$ cat config.mk
export PLATFORM = sky130hd
export DESIGN_NAME = axi_rd_arbiter_rr
export DESIGN_NICKNAME = d
export VERILOG_FILES = /design/src/rtl/axi_rd_arbiter_rr.sv
export SDC_FILE = /design/constraint.sdc
export NUM_CORES = 1
export LEC_CHECK = 0
export ABC_AREA = 1
export CELL_PAD_IN_SITES_DETAIL_PLACEMENT = 1
export CELL_PAD_IN_SITES_GLOBAL_PLACEMENT = 1
export CORE_MARGIN = 2
export CORE_UTILIZATION = 22
export CTS_CLUSTER_SIZE = 20
export DETAILED_ROUTE_END_ITERATION = 7
export GPL_ROUTABILITY_DRIVEN = 0
export MAX_ROUTING_LAYER = met4
export PLACE_DENSITY = 0.86
export SETUP_SLACK_MARGIN = 0.5
export SLEW_MARGIN = 20
export SYNTH_ARGS = -nofsm -noshare
export SYNTH_HDL_FRONTEND = slang
export SYNTH_SLANG_ARGS = --single-unit
$ cat constraint.sdc
create_clock -name clk -period 4.6 [get_ports clk]
set_clock_uncertainty 0.1 [all_clocks]
set_input_delay 0.92 -clock clk [delete_from_list [all_inputs] [get_ports clk]]
set_output_delay 0.92 -clock clk [all_outputs]
set_load 0.01 [all_outputs]
$ cat src/rtl/axi_rd_arbiter_rr.sv
// -----------------------------------------------------------------------------
// axi_rd_arbiter_rr
//
// Shares one AXI read port among NUM_REQ cache-side requesters (0 = dcache,
// 1 = icache, higher slots for prefetch / page-table walker). A grant covers a
// whole burst: it is taken when the AR is registered and released when the R
// beat carrying rlast is accepted. The AR path is registered; the R path is
// purely combinational and steered only to the granted requester.
//
// Ports
//   clk, reset                  rising-edge clock, async active-high reset
//   req_araddr / req_arvalid    per-requester AR (slice i = [i*ADDR_WIDTH +: ADDR_WIDTH])
//   req_arready                 one-cycle pulse to the granted requester on AR handshake
//   req_rdata/rresp/rlast       R payload, broadcast to every requester
//   req_rvalid / req_rready     per-requester R handshake, only bit [grant_idx] live
//   m_ar* / m_r*                shared master-side AR and R channels
//   grant_idx                   current (or last) granted requester
//   busy                        high while a burst is in flight (S_AR or S_R)
// -----------------------------------------------------------------------------
module axi_rd_arbiter_rr #(
    parameter int NUM_REQ    = 2,
    parameter int ADDR_WIDTH = 64,
    parameter int DATA_WIDTH = 64,
    parameter int RR_MODE    = 1
) (
    input  logic                          clk,
    input  logic                          reset,
    input  logic [NUM_REQ*ADDR_WIDTH-1:0] req_araddr,
    input  logic [NUM_REQ-1:0]            req_arvalid,
    output logic [NUM_REQ-1:0]            req_arready,
    output logic [DATA_WIDTH-1:0]         req_rdata,
    output logic [1:0]                    req_rresp,
    output logic                          req_rlast,
    output logic [NUM_REQ-1:0]            req_rvalid,
    input  logic [NUM_REQ-1:0]            req_rready,
    output logic [ADDR_WIDTH-1:0]         m_araddr,
    output logic                          m_arvalid,
    input  logic                          m_arready,
    input  logic [DATA_WIDTH-1:0]         m_rdata,
    input  logic [1:0]                    m_rresp,
    input  logic                          m_rlast,
    input  logic                          m_rvalid,
    output logic                          m_rready,
    output logic [$clog2(NUM_REQ)-1:0]    grant_idx,
    output logic                          busy
);

    localparam int IDX_W = $clog2(NUM_REQ);

    typedef enum logic [1:0] {
        S_IDLE = 2'd0,
        S_AR   = 2'd1,
        S_R    = 2'd2
    } state_e;

    state_e                state_q,   state_d;
    logic [IDX_W-1:0]      grant_q,   grant_d;
    logic [IDX_W-1:0]      rr_ptr_q,  rr_ptr_d;
    logic [ADDR_WIDTH-1:0] araddr_q,  araddr_d;
    logic                  arvalid_q, arvalid_d;

    logic [ADDR_WIDTH-1:0] req_addr [NUM_REQ];
    logic [IDX_W-1:0]      win_idx;
    logic                  win_found;
    int                    cand;
    logic                  r_done;

    for (genvar i = 0; i < NUM_REQ; i++) begin : g_addr
        assign req_addr[i] = req_araddr[i*ADDR_WIDTH +: ADDR_WIDTH];
    end

    // Winner search. In round-robin mode the scan starts at rr_ptr and wraps;
    // in fixed-priority mode it always starts at index 0.
    // NOTE: every signal driven from always_comb gets a default on entry, so no
    // path through the block leaves it unassigned and no latch is inferred.
    always_comb begin
        win_idx   = '0;
        win_found = 1'b0;
        cand      = 0;
        for (int k = 0; k < NUM_REQ; k++) begin
            cand = (RR_MODE != 0) ? int'(rr_ptr_q) + k : k;
            if (cand >= NUM_REQ) begin
                cand = cand - NUM_REQ;
            end
            if (!win_found && req_arvalid[IDX_W'(cand)]) begin
                win_found = 1'b1;
                win_idx   = IDX_W'(cand);
            end
        end
    end

    // State and datapath registers.
    // NOTE: sequential state uses non-blocking assignments so every flop samples
    // values from before the edge, independent of process ordering.
    always_ff @(posedge clk or posedge reset) begin
        if (reset) begin
            state_q   <= S_IDLE;
            grant_q   <= '0;
            rr_ptr_q  <= '0;
            araddr_q  <= '0;
            arvalid_q <= 1'b0;
        end else begin
            state_q   <= state_d;
            grant_q   <= grant_d;
            rr_ptr_q  <= rr_ptr_d;
            araddr_q  <= araddr_d;
            arvalid_q <= arvalid_d;
        end
    end

    // Next-state logic.
    always_comb begin
        state_d   = state_q;
        grant_d   = grant_q;
        rr_ptr_d  = rr_ptr_q;
        araddr_d  = araddr_q;
        arvalid_d = arvalid_q;
        r_done    = m_rvalid && m_rready && m_rlast;
        unique case (state_q)
            S_IDLE: begin
                if (win_found) begin
                    grant_d   = win_idx;
                    araddr_d  = req_addr[win_idx];
                    arvalid_d = 1'b1;
                    state_d   = S_AR;
                end
            end
            S_AR: begin
                if (arvalid_q && m_arready) begin
                    arvalid_d = 1'b0;
                    state_d   = S_R;
                end
            end
            S_R: begin
                if (r_done) begin
                    state_d  = S_IDLE;
                    // Next search starts just past the requester that finished.
                    rr_ptr_d = (grant_q == IDX_W'(NUM_REQ - 1)) ? '0 : grant_q + 1'b1;
                end
            end
            default: state_d = S_IDLE;
        endcase
    end

    // Outputs: AR acknowledge and R steering, both decoded from the grant.
    always_comb begin
        req_arready = '0;
        req_rvalid  = '0;
        for (int i = 0; i < NUM_REQ; i++) begin
            if (grant_q == IDX_W'(i)) begin
                req_arready[i] = (state_q == S_AR) && arvalid_q && m_arready;
                req_rvalid[i]  = (state_q == S_R) && m_rvalid;
            end
        end
        m_rready = (state_q == S_R) && req_rready[grant_q];
        busy     = (state_q != S_IDLE);
    end

    assign m_araddr  = araddr_q;
    assign m_arvalid = arvalid_q;
    assign grant_idx = grant_q;
    assign req_rdata = m_rdata;
    assign req_rresp = m_rresp;
    assign req_rlast = m_rlast;

endmodule

==> impl_metrics.yaml, run 1 <==
power:
  clkPwrFrac: 0.201
  pwr-share-seq: 0.308
  p_comb_frac: 0.491
  p_per_area_nw_per_um2: 565
  p_sw_mw: 1.31
  leakage_nw: 3.02
  intPower_mw: 2.14
  p_sw_frac: 0.380
  ir_worst_vdd_uv: 213
finish:
  diodes: 0
  utilization: 0.338
  layout-drive-gt1-share: 0.0348
  area_delta_synth_final_pct: 49.9
  stdcell_area_um2: 6110
  nets: 916
route:
  wl_per_cell_um: 15.1
  drt_iter0_drc: 138
  ant_nets: 0
  drc: 18
  drt-total-wl_um: 14300
  vias: 4090
  firstDrtPassIters: 8
  vias_per_cell: 4.32
worst_hold_path:
  hold_class: "reg -> reg"
  worst_hold_startpoint: "m_araddr[29]$_DFFE_PP0P_"
grt:
  grt_pass1_wl_um: 23200
  gr-usage-all-layers: 0.154
  grt_max_degree: 69
  grt_pass1_vias: 4330
  overflow: 0
  antenna_found_initial: 0
placed_design:
  dpl_cell_area_um2: 5820
  place_ws_ns: 1.32
  dpl.hpwl_um: 10100
  numPortBuffers: 208
worst_setup_path:
  critPathBufInv: 2
  start_kind: "primary input"
  required_ns: 3.58
  cpMostUsedCell: "clkdlybuf4s50_1"
  slowest_stage: "clkdlybuf4s50_1"
  cp_top_family: "buffers and inverters"
  critical_path.max_stage_delay_ns: 0.55
  cp.arrival_ns: 2.25
  r2r_start: "rr_ptr_q$_DFFE_PP0P_"
  crit_start: "m_arready"
  crit_path_end_kind: "output port"
  crit_chain: "clkdlybuf4s50_1 > nand3_1 > nor2_1 > clkdlybuf4s50_1"
  worstSetupPathType: "in -> out"
  crit_fanout: 4
cts:
  cts_tree: "done"
  cts_setup_buffers: 0
  clkTransAtPathRegs_ns: 0.06
  numCtsBuffers: 9
  clockBufferDepth: 2
  cts_sinks: 69
  ctsResizeCount: 0
  cts_root_buf: "clkbuf_16"
  cts.htree.levels: 3
  worstSkewPairLatency_ns: 0.33
  ctsHoldBuffers: 0
sta:
  tightest_slew_ns: 0.887
  final.period_utilization: 0.711
  finalSetupViolCount: 0
  grt_setup_unrepaired: "no"
  slew_violations: 0
  finalHoldViolCount: 0
  setup_ws_ns: 1.33
  setup_tns_ns: 0
  whs_ns: 0.377
  finalCriticalPeriod_ns: 3.27
  maxSlewHeadroom: 0.408
  fmax_mhz: 306
synth:
  synth_edf_count: 0
  synthDistinctLibCells: 14
  synthTopCellsByCount: "336 x nand2_1, 71 x buf_4, 69 x dfrtp_1, 66 x nand3_1, 24 x buf_2"
  yosys_warnings: 0
  yosysTopAreaCellShare: 0.424
  yosysTopAreaCell: "dfrtp_1"
  synthFlopType: "dfrtp_1"
  syn_avg_cell_area_um2: 6.91
  ys_ff_latch: 69
  synth-async-reset-ratio: 1.00
  syn_inst: 590
  yosysSeqAreaShare: 0.424
  synth.most_common_cell: "nand2_1"
  syn_nets: 793
  synthTopCellsByArea: "dfrtp_1 42%, nand2_1 31%, buf_4 13%"
  netlist_area_um2: 4080
run_status:
  status: "finished with violations"
  failed_checks: "DRC"
floorplan:
  die_h_um: 140
  pin_count: 342
  rows: 49
  start_util: 0.225
  die_area_um2: 19600
  coreArea_um2: 18100
  die_x_um: 140
job:
  drv_cap: 0
## power by group through the flow
stage	logic (mW)	clock network [mW]	registers (mW)
after floorplan	0.731	0	1.18
after global routing	1.89	0.752	1.10
after CTS	1.74	0.729	1.07
final	1.69	0.695	1.06
after detailed placement	1.73	0	1.07
after global placement	1.69	0	1.06
## layer usage
| layer | vias to the layer above | global-route usage | share of wire |
|---|---|---|---|
| li1 | 1992 | - | - |
| met1 | 1900 | 0.175 | 0.42 |
| met2 | 170 | 0.257 | 0.48 |
| met3 | 28 | 0.0438 | 0.074 |
| met4 | 0 | 0.0633 | 0.025 |
| met5 | - | - | 0 |
## worst min-delay path: stages (launching register included)
cell     delay, ns
dfrtp_1       0.34
nand2_1       0.05
nand2_1       0.05
## flip-flops by register name, indices dropped and copies added, names as in the netlist
| name | cells |
|---|---|
| grant_idx | 1 |
| m_arvalid | 1 |
| state_q | 2 |
| m_araddr | 64 |
| rr_ptr_q | 1 |
## layout by cell type (no fill, tap or decap), types with 2 or more instances in the layout
cell / netlist / routed
nand2_1: 336 / 335
clkdlybuf4s50_1: 0 / 207
dfrtp_1: 69 / 68
nand3_1: 66 / 66
clkbuf_16: 0 / 9
inv_1: 7 / 6
buf_4: 71 / 5
nor2_1: 4 / 4
clkinv_2: 0 / 3
nor3_1: 2 / 2
clkbuf_1: 6 / 2
## through the flow
step	instances	total power, mW
floorplan	590	1.92
global placement	931	2.75
detailed placement	931	2.80
CTS	947	3.53
global route	947	3.74
finish	947	3.45
## path summary, 6_finish.rpt
kind                            cells past startpoint                  endpoint  slack, ns
worst max-delay path                                4            req_arready[1]       1.33
worst min-delay path                                2  m_araddr[29]$_DFFE_PP0P_       0.38
worst max register to register                      6  m_araddr[41]$_DFFE_PP0P_       2.64
worst min register to register                      2  m_araddr[29]$_DFFE_PP0P_       0.38
max in group asynchronous                           3      rr_ptr_q$_DFFE_PP0P_       2.58
min in group asynchronous                           2  m_araddr[25]$_DFFE_PP0P_       0.98
## logic make-up (layout without fill, tap and decap cells)
family	after synthesis	after routing	synth area share
AOI/OAI and AO/OA	2	2	0.00245
buffers and inverters	109	237	0.173
and+or+nand+nor	410	410	0.401
DFF	69	69	0.424
## area by class of cell
| class | instances | area (um2) |
|---|---|---|
| Fill cell | 2216 | 12000 |
| Clock inverter | 4 | 47.5 |
| Multi-Input combinational cell | 412 | 1650 |
| Clock buffer | 12 | 246 |
| Tap cell | 229 | 287 |
| Sequential cell | 69 | 1730 |
| Inverter | 8 | 33.8 |
| Timing Repair Buffer | 213 | 2110 |
Note: power is estimated with default switching activity, not from simulation.
==> run 2, diff against run 1 <==
--- a/config.mk
+++ b/config.mk
@@ -9,12 +9,12 @@
 export CELL_PAD_IN_SITES_DETAIL_PLACEMENT = 1
 export CELL_PAD_IN_SITES_GLOBAL_PLACEMENT = 1
 export CORE_MARGIN = 2
-export CORE_UTILIZATION = 22
+export CORE_UTILIZATION = 19
 export CTS_CLUSTER_SIZE = 20
 export DETAILED_ROUTE_END_ITERATION = 7
 export GPL_ROUTABILITY_DRIVEN = 0
 export MAX_ROUTING_LAYER = met4
-export PLACE_DENSITY = 0.86
+export PLACE_DENSITY = 0.79
 export SETUP_SLACK_MARGIN = 0.5
 export SLEW_MARGIN = 20
 export SYNTH_ARGS = -nofsm -noshare
==> constraint.sdc (replaced) <==
create_clock -name clk -period 3 [get_ports clk]
set_clock_uncertainty 0.1 [all_clocks]
set_input_delay 0.6 -clock clk [delete_from_list [all_inputs] [get_ports clk]]
set_output_delay 0.6 -clock clk [all_outputs]
set_load 0.01 [all_outputs]
==> run 2 against run 1 <==
Effect of this change:
- the flow now finishes without violations
- hold slack hardly changed
- clock power is 57% higher
- non-clock buffer count is 4 higher
- register-to-register slack worse by 1.6 ns
- setup slack worse by 0.69 ns
- critical path depth is 2 lower
- via count is 0.98% higher
- critical path type unchanged
- largest power group unchanged
==> impl_metrics.yaml, run 2 (synthesis results as in run 1) <==
run_status:
  status: "complete, no violations"
route:
  vias_per_cell: 4.14
  drt_iter0_drc: 114
  drc: 0
  vias: 4130
  wl_per_cell_um: 14.9
  firstDrtPassIters: 4
  drt-total-wl_um: 14800
  ant_nets: 0
job:
  drv_cap: 0
worst_setup_path:
  cp_top_family: "buffers and inverters"
  required_ns: 2.30
  slowest_stage: "clkdlybuf4s50_1"
  worstSetupPathType: "in -> out"
  crit_fanout: 2
  cp.arrival_ns: 1.66
  crit_path_end_kind: "output port"
  crit_chain: "clkdlybuf4s50_1 > clkdlybuf4s50_1"
  r2r_start: "rr_ptr_q$_DFFE_PP0P_"
  r2r_end: "m_araddr[55]$_DFFE_PP0P_"
  start_kind: "primary input"
  critical_path.max_stage_delay_ns: 0.55
  ff2ff_path_depth: 6
  cpMostUsedCell: "clkdlybuf4s50_1"
  rrSetupSlack_ns: 1.09
  critPathBufInv: 2
cts:
  worstSkewPairLatency_ns: 0.33
  cts_tree: "done"
  clockBufferDepth: 2
  cts_setup_buffers: 0
  numCtsBuffers: 9
  cts.htree.levels: 3
  clkTransAtPathRegs_ns: 0.06
  cts_sinks: 69
  ctsResizeCount: 5
  ctsHoldBuffers: 0
  cts_root_buf: "clkbuf_16"
finish:
  diodes: 0
  largest_reg_flops: 64
  nets: 920
  final_common_cell: "nand2_1"
  layout-drive-gt1-share: 0.0402
  nFillCells: 2589
  layout_common_cells: "335 x nand2_1, 202 x clkdlybuf4s50_1, 68 x dfrtp_1, 66 x nand3_1, 9 x clkbuf_16"
  instances_no_fill: 997
  area_delta_synth_final_pct: 52.2
worst_hold_path:
  hold_depth: 2
  worst_hold_startpoint: "m_araddr[45]$_DFFE_PP0P_"
  hold_class: "reg -> reg"
  holdPathEnd: "m_araddr[45]$_DFFE_PP0P_"
sta:
  grt_setup_unrepaired: "no"
  finalCriticalPeriod_ns: 2.36
  slew_violations: 0
  finalHoldViolCount: 0
  final.period_utilization: 0.786
  tightest_slew_ns: 0.744
  maxSlewHeadroom: 0.504
  setup_tns_ns: 0
  finalSetupViolCount: 0
  fmax_mhz: 424
power:
  leakage_nw: 3.06
  p_per_area_nw_per_um2: 857
  power_mw: 5.32
  ir_worst_vdd_uv: 373
floorplan:
  coreArea_um2: 21000
  die_h_um: 150
  rows: 53
  pin_count: 342
  die_area_um2: 22600
  start_util: 0.194
  die_x_um: 150
grt:
  grt_pass1_wl_um: 22300
  grt_pass1_vias: 4208
  overflow: 0
  antenna_found_initial: 0
  grt_max_degree: 66
  gr-usage-all-layers: 0.133
placed_design:
  numPortBuffers: 208
  place_inst: 981
  dpl.hpwl_um: 10700
## run 2: worst max path at each step
stage	cells past startpoint	endpoint	startpoint	slack [ns]
2_1_floorplan	1	grant_idx$_DFFE_PP0P_	reset	0.56
3_3_place_gp	4	req_rvalid[0]	m_rvalid	0.38
3_5_place_dp	4	req_rvalid[1]	m_rvalid	0.37
4_1_cts	2	req_rlast	m_rlast	0.62
5_1_grt	5	req_rvalid[1]	state_q[1]$_DFFE_PP0P_	0.57
6_report	2	req_rlast	m_rlast	0.64
## run 2: metrics by stage
stage | hold slack, ns | setup WS, ns | utilization | area (um2)
3_5_place_dp | 0.366 | 0.368 | 0.281 | 5910
2_1_floorplan | 0.396 | 0.560 | - | 4080
3_3_place_gp | 0.360 | 0.377 | 0.281 | 5910
6_report | 0.377 | 0.643 | 0.295 | 6200
5_1_grt | 0.397 | 0.567 | 0.295 | 6200
4_1_cts | 0.382 | 0.616 | 0.295 | 6200
## run 2: final cells by class
cell class              instances  area (um2)  area share
repair buffers                217        2150       0.347
flip-flops and latches         69        1730       0.279
multi-input cells             412        1650       0.267
well taps                     275         344      0.0555
clock buffers                  12         246      0.0397
clock inverters                 4        47.5     0.00767
inverters                       8        31.3     0.00504
## run 2: where the power goes
| group | total (mW) | internal [mW] | switching (mW) |
|---|---|---|---|
| Clock | 1.09 | 0.665 | 0.423 |
| Sequential | 1.62 | 1.38 | 0.246 |
| Combinational | 2.61 | 1.24 | 1.36 |
| Total | 5.32 | 3.28 | 2.03 |
## run 2: per-layer routing
metal | up-vias | track usage | part of all wire
met5 | - | - | 0
met2 | 160 | 0.224 | 0.49
met1 | 1930 | 0.144 | 0.40
met3 | 39 | 0.0430 | 0.077
met4 | 0 | 0.0552 | 0.028
li1 | 2001 | - | -
